$ cat src/rtl/fifo_word_serializer.sv
// fifo_word_serializer
// Pops WORD_WIDTH-bit words from a first-word-fall-through FIFO and emits them
// as RATIO narrow beats on a valid/ready stream. The last beat of each word is
// flagged. A new word is reloaded on the same edge that accepts the previous
// word's last beat, so consecutive words stream without a bubble.
module fifo_word_serializer #(
    parameter int WORD_WIDTH = 32,
    parameter int OUT_WIDTH  = 8,
    parameter bit MSB_FIRST  = 1'b1
) (
    input  logic                  clk,
    input  logic                  reset,
    input  logic                  fifoEmpty,
    input  logic [WORD_WIDTH-1:0] fifoReadData,
    output logic                  fifoReadEnable,
    output logic [OUT_WIDTH-1:0]  outData,
    output logic                  outValid,
    input  logic                  outReady,
    output logic                  outLast,
    output logic [15:0]           wordCount
);

    localparam int RATIO = WORD_WIDTH / OUT_WIDTH;
    localparam int CNT_W = (RATIO > 1) ? $clog2(RATIO) : 1;
    localparam logic [CNT_W-1:0] LAST_BEAT = CNT_W'(RATIO - 1);

    // Reject geometries where a word cannot be split into two or more equal beats.
    if ((OUT_WIDTH < 1) || (WORD_WIDTH % OUT_WIDTH != 0) || (RATIO < 2)) begin : g_bad_geometry
        $error("fifo_word_serializer: WORD_WIDTH must be an integer multiple >= 2 of OUT_WIDTH");
    end

    typedef enum logic {
        S_EMPTY = 1'b0,
        S_HOLD  = 1'b1
    } state_t;

    state_t                           r_state;
    logic [WORD_WIDTH-1:0]            r_holdReg;
    logic [CNT_W-1:0]                 r_beatCnt;
    logic [15:0]                      r_wordCount;

    logic                             w_accept;
    logic                             w_lastBeat;
    logic                             w_lastAccept;
    logic                             w_pop;
    logic [CNT_W-1:0]                 w_sel;
    logic [RATIO-1:0][OUT_WIDTH-1:0]  w_slices;

    // Handshake decode. Only a held word can be accepted, so outReady alone
    // does nothing while idle.
    assign w_lastBeat   = (r_beatCnt == LAST_BEAT);
    assign w_accept     = (r_state == S_HOLD) & outReady;
    assign w_lastAccept = w_accept & w_lastBeat;

    // Pop when idle, or when the held word is leaving this cycle. This keeps at
    // most one word buffered internally however long the sink stalls.
    assign w_pop = !reset & !fifoEmpty & ((r_state == S_EMPTY) | w_lastAccept);

    // Beat selection: view the held word as RATIO slices, slice 0 least significant.
    assign w_slices = r_holdReg;

    if (MSB_FIRST) begin : g_msb_first
        assign w_sel = LAST_BEAT - r_beatCnt;
    end else begin : g_lsb_first
        assign w_sel = r_beatCnt;
    end

    assign fifoReadEnable = w_pop;
    assign outValid       = (r_state == S_HOLD);
    assign outData        = w_slices[w_sel];
    assign outLast        = (r_state == S_HOLD) & w_lastBeat;
    assign wordCount      = r_wordCount;

    // Serializer FSM: load a word, step through its beats, reload or go idle on the last one.
    always_ff @(posedge clk) begin
        if (reset) begin
            // A word caught mid-emission is dropped; it has already left the FIFO.
            r_state     <= S_EMPTY;
            r_holdReg   <= '0;
            r_beatCnt   <= '0;
            r_wordCount <= '0;
        end else begin
            if (w_pop) begin
                r_holdReg <= fifoReadData;
                r_beatCnt <= '0;
                r_state   <= S_HOLD;
            end else if (w_lastAccept) begin
                r_beatCnt <= '0;
                r_state   <= S_EMPTY;
            end else if (w_accept) begin
                r_beatCnt <= r_beatCnt + CNT_W'(1);
            end

            if (w_lastAccept) begin
                r_wordCount <= r_wordCount + 16'd1;
            end
        end
    end

endmodule
$ cat config.mk
export PLATFORM = sky130hd
export DESIGN_NAME = fifo_word_serializer
export DESIGN_NICKNAME = d
export VERILOG_FILES = /design/src/rtl/fifo_word_serializer.sv
export SDC_FILE = /design/constraint.sdc
export NUM_CORES = 1
export LEC_CHECK = 0
export CAP_MARGIN = 40
export CORE_UTILIZATION = 56
export DETAILED_ROUTE_END_ITERATION = 10
export DONT_BUFFER_PORTS = 1
export GPL_TIMING_DRIVEN = 0
export PLACE_DENSITY = 0.74
export SLEW_MARGIN = 20
export SYNTH_ARGS = -nofsm -noshare
export SYNTH_HDL_FRONTEND = slang
export SYNTH_SLANG_ARGS = --single-unit
$ cat constraint.sdc
create_clock -name clk -period 1.8 [get_ports clk]
set_input_delay 0.27 -clock clk [delete_from_list [all_inputs] [get_ports clk]]
set_output_delay 0.27 -clock clk [all_outputs]
set_load 0.01 [all_outputs]
* Word-level counts from Yosys, hierarchy flattened
Index checks and enable logic that the tools add are counted.
** Operators by class
- Bitwise gates (word level) :: 7
- Mux-type cells :: 4
- Reductions and logical operators :: 4
- Equality and inequality tests :: 1
- Order comparisons :: 1
- $add $sub $neg :: 3
** Operators by type and width (number)
- $add 16x1->16 const B :: 1
- $bmux 8 s2 :: 1
- $mux 8 :: 1
- $and 1x1->1 :: 5
- $lt 2x3->1 const B :: 1
- $reduce_or 3->1 :: 1
- $add 2x1->2 const B :: 1
- $eq 2x2->1 const B :: 1
- $logic_not 1->1 :: 2
- $mux 1 :: 2
- $reduce_bool 2->1 :: 1
- $sub 2x2->2 const A :: 1
- $not 1->1 :: 1
- $or 1x1->1 :: 1
** Storage, ports and cells
- Word-level logic and storage cells :: 24
- Output and inout bits :: 27
- Register bits after elaboration :: 51
- Input port bits :: 36

* Longest topological paths before layout
- Word-level depth :: 5
- Gate-level depth with buffers :: 8

* Least setup slack after synthesis
Ideal clock, no wire load.
- Path type :: register to register
- From :: register r_wordCount[2], in the netlist wordCount[2]
- To :: register r_wordCount[15], in the netlist wordCount[15]
- Slack :: 0.030 ns
- Period minus slack after synthesis :: 1.770 ns
- Required time :: 1.679 ns
- Cell stages (with the launch flop) :: 5
- Setup time :: 0.121 ns
- Path buffers :: 0
- Arrival time :: 1.649 ns
- Cells stage by stage :: dfxtp_1 > nand4_2 > or4_4 > nor3_1 > mux2_2
** Between the ends
- Cells in the longest elaborated chain, start to end :: 1
** RTL lines
- start: declaration :: line 40 : logic [15:0] r_wordCount;
- start signal: assignment :: line 95 : r_wordCount <= r_wordCount + 16'd1;
- $add 16x1->16 :: line 95
No other way between the ends.
A chain may end at the register's enable or synchronous reset.

* Worst setup path after layout
- From :: register r_beatCnt[1]
- To :: output port outData[7]
** Between the ends
- Cells in the longest elaborated chain, start to end :: 3
** RTL lines
- start: declaration :: line 39 : logic [CNT_W-1:0] r_beatCnt;
- start signal: assignment :: line 91 : r_beatCnt <= r_beatCnt + CNT_W'(1);
- $sub 2x2->2 :: line 63 : assign w_sel = LAST_BEAT - r_beatCnt;
- $bmux 8 s2 :: line 70 : assign outData = w_slices[w_sel];
- $mux 8 (implied by the code) :: line 70
- end: declaration :: line 16 : output logic [OUT_WIDTH-1:0] outData,
No other way between the ends. The select of a mux whose other input is x is not followed.

==> results_dict.tcl <==
set metrics [dict create \
    pwr-share-seq_pct 60.3 \
    post-place-ws_ps -190 \
    wl_met3_um 389 \
    clock.fmax_mhz 580 \
    hp-class "in -> reg" \
    regArea_um2 1050 \
    rr_endpoint "wordCount[15]" \
    final_nets 302 \
    layout-drive-gt1-share_pct 21.3 \
    p_clk_share_pct 31.0 \
    grt_use_total_pct 24.2 \
    power.density_nw_per_um2 801 \
    synth-edff-count 0 \
    hold_viol 0 \
    rows 22 \
    multi_input_area_um2 1130 \
    power_switching_mw 0.476 \
    clockRootBuffer "clkbuf_8" \
    path_max_fanout 9 \
    wl_per_cell_um 15.5 \
    met1Wirelength_um 1970 \
    diodes 0 \
    layout_min_cycle_time_ps 1730 \
    syn_to_final_growth_pct 10.8 \
    antenna_found_initial 0 \
    start_util_pct 59.6 \
    grt_max_degree 14 \
    crit_type "reg -> out" \
    synthMuxAreaShare_pct 10.6 \
    vias_per_cell 5.71 \
    crit_path_start "r_beatCnt[1]" \
    finalWirelength_um 4810 \
    nFillCells 329 \
    place_area_um2 2270 \
    synthArstFlopShare_pct 0 \
    arrival_ps 1460 \
    startpoint_type "register" \
    clock_latency_ps 300 \
    setup_viol 0 \
    pwr-share-comb_pct 8.7 \
    leakagePower_nw 0.883 \
    firstDrtPassIters 4 \
    layout.cells.most_common "nand2_1" \
    io_buffers 0 \
    finalCritPeriodShare_pct 95.9 \
    ys.warnings.count 0 \
    io_pins 63 \
    cts_buffer_depth 2 \
    coreArea_um2 3720 \
    h-tree-depth 2 \
    dieWidth_um 64.9 \
    drtAntennaViolNets 0 \
    avgSynthCellArea_um2 8.68 \
    slew_headroom_pct 63.8 \
    cts_tree "yes" \
    setup_ws_ps 74.6 \
    synth-compound-area-share_pct 9.38 \
    syn_nets 293 \
    syn-cell-area_um2 2210 \
    fin_skew_ps 11.0 \
    synth_ff_type "dfxtp_1" \
    yosys.area_share.adder_pct 1.13 \
    r2r_slack_ps 90 \
    worst_slew_pin_slew_ps 543 \
    switching_share_pct 24.2 \
    grt_pass1_wl_um 7660 \
    r2r_start "wordCount[10]" \
    synthSimpleGateAreaFrac_pct 24.8 \
    vdd_drop_max_v 0.000580 \
    yosysSeqAreaShare_pct 46.1 \
    grt_pass1_vias 1758 \
    top_layer_used "met4" \
    hold_start "fifoReadData[30]" \
    syn_inst 255 \
    wl_met2_um 2390 \
    hpwlAfterDp_um 3410 \
    holdPathEnd "r_holdReg[30]" \
    ys_seq_elements 51 \
    final_cell_mix "nand2_1 (70), a21oi_1 (37), dfxtp_1 (37), nor2_1 (14)" \
    post-route-drc-count 0 \
    drv_slew 0 \
    power.internal_mw 1.49 \
    outcome "finished clean" \
    gr-total-overflow 0 \
    synth_xor_area_share_pct 3.16 \
    postCtsHoldBufs 0 \
    vias 1775 \
    drt_iter0_drc 82 \
    design_area_um2 2450 \
    chipHeight_um 64.9 \
    die_area_um2 4210 \
    endpoint_kind "output pin" \
    critPathRequiredTime_ps 1530 \
    cap_violations 0 \
    rr_worst_depth 4 \
    finalWeightedCongestion 0.799 \
    cts.clk_slew.worst_paths_ps 80 \
    synth_cell_type_count 30 \
    clock_sinks 51 \
    whs_path_depth 2 \
    cts_made_buffers 5 \
    synth_top_family_by_area "simple AND/OR/NAND/NOR gates" \
]
## stage by stage
| step | setup TNS [ps] | total power [mW] | hold slack (ps) | instances | util [%] |
|---|---|---|---|---|---|
| floorplan | 0 | 1.35 | 403 | 255 | - |
| global placement | -1850 | 1.38 | 408 | 303 | 61.2 |
| detailed placement | -3040 | 1.39 | 412 | 303 | 61.2 |
| CTS | -277 | 1.98 | 88.9 | 308 | 64.4 |
| global route | -0.155 | 2.04 | 87.7 | 311 | 66.0 |
| finish | 0 | 1.96 | 97.0 | 311 | 66.0 |
## cell type report
type / count / share of cell area [%]
inverter: 3 / 0.459
clock buffer: 6 / 2.96
tap: 48 / 2.45
multi-input combinational: 185 / 46.2
timing repair buffer: 4 / 1.22
sequential: 51 / 42.9
buffer: 14 / 3.82
## logic make-up (layout without fill, tap and decap cells)
| group | count (synthesis) | in the layout |
|---|---|---|
| mux | 13 | 13 |
| flops | 51 | 51 |
| simple gates | 121 | 121 |
| fa+ha+maj | 2 | 2 |
| buf+inv | 19 | 27 |
| compound gates | 41 | 41 |
| xor+xnor | 8 | 8 |
## layer usage
layer  vias up  GRT usage (%)
li1        888              -
met1       827           27.6
met2        53           42.4
met3         7           7.39
met4         0           8.33
met5         -              0
## what timing repair did
item | CTS | global route
gates cloned | 0 | 0
endpoints found under the setup margin | 41 | 12
resized for setup | 25 | 15
setup buffers | 0 | 4
## worst max path at each step
stage                     slack [ps]  cells past startpoint        endpoint
after floorplan                   30                      4   wordCount[15]
after global placement          -170                      7  fifoReadEnable
after detailed placement        -190                      7  fifoReadEnable
after CTS                        -40                      6  fifoReadEnable
after global routing            -0.2                      4   wordCount[11]
final                             70                      2      outData[7]
## worst max-delay path, stage by stage (launching register included)
cell and delay, ps:
dfxtp_2 330, buf_2 250, mux4_2 580
## flip-flops by register name, indices dropped and copies added, names as in the netlist
name	flops
outValid	1
r_holdReg	32
wordCount	16
r_beatCnt	2
## Yosys cell counts, drive strengths merged (2+ instances only)
master / number / area [µm²]
buf: 5 / 23.8
xor2: 4 / 35.0
xnor2: 4 / 35.0
inv: 3 / 11.3
dfxtp: 51 / 1020
nand2: 70 / 263
nand3: 8 / 40.0
or3: 3 / 20.0
clkbuf: 11 / 71.3
o21ai: 3 / 15.0
ha: 2 / 25.0
nor2: 16 / 60.1
mux2: 4 / 45.0
nor2b: 5 / 31.3
a21oi: 37 / 185
nand4: 2 / 25.0
nor4: 6 / 37.5
mux4: 8 / 180
nor3: 5 / 25.0
## power groups by stage
stage                     Combinational (mW)  Sequential (mW)  Clock, mW
final                                  0.172             1.18      0.608
after detailed placement               0.168             1.22          0
after global routing                   0.191             1.19      0.659
after floorplan                        0.133             1.21          0
after CTS                              0.175             1.19      0.618
after global placement                 0.163             1.22          0
No activity file was read; power rests on OpenSTA's default activity.
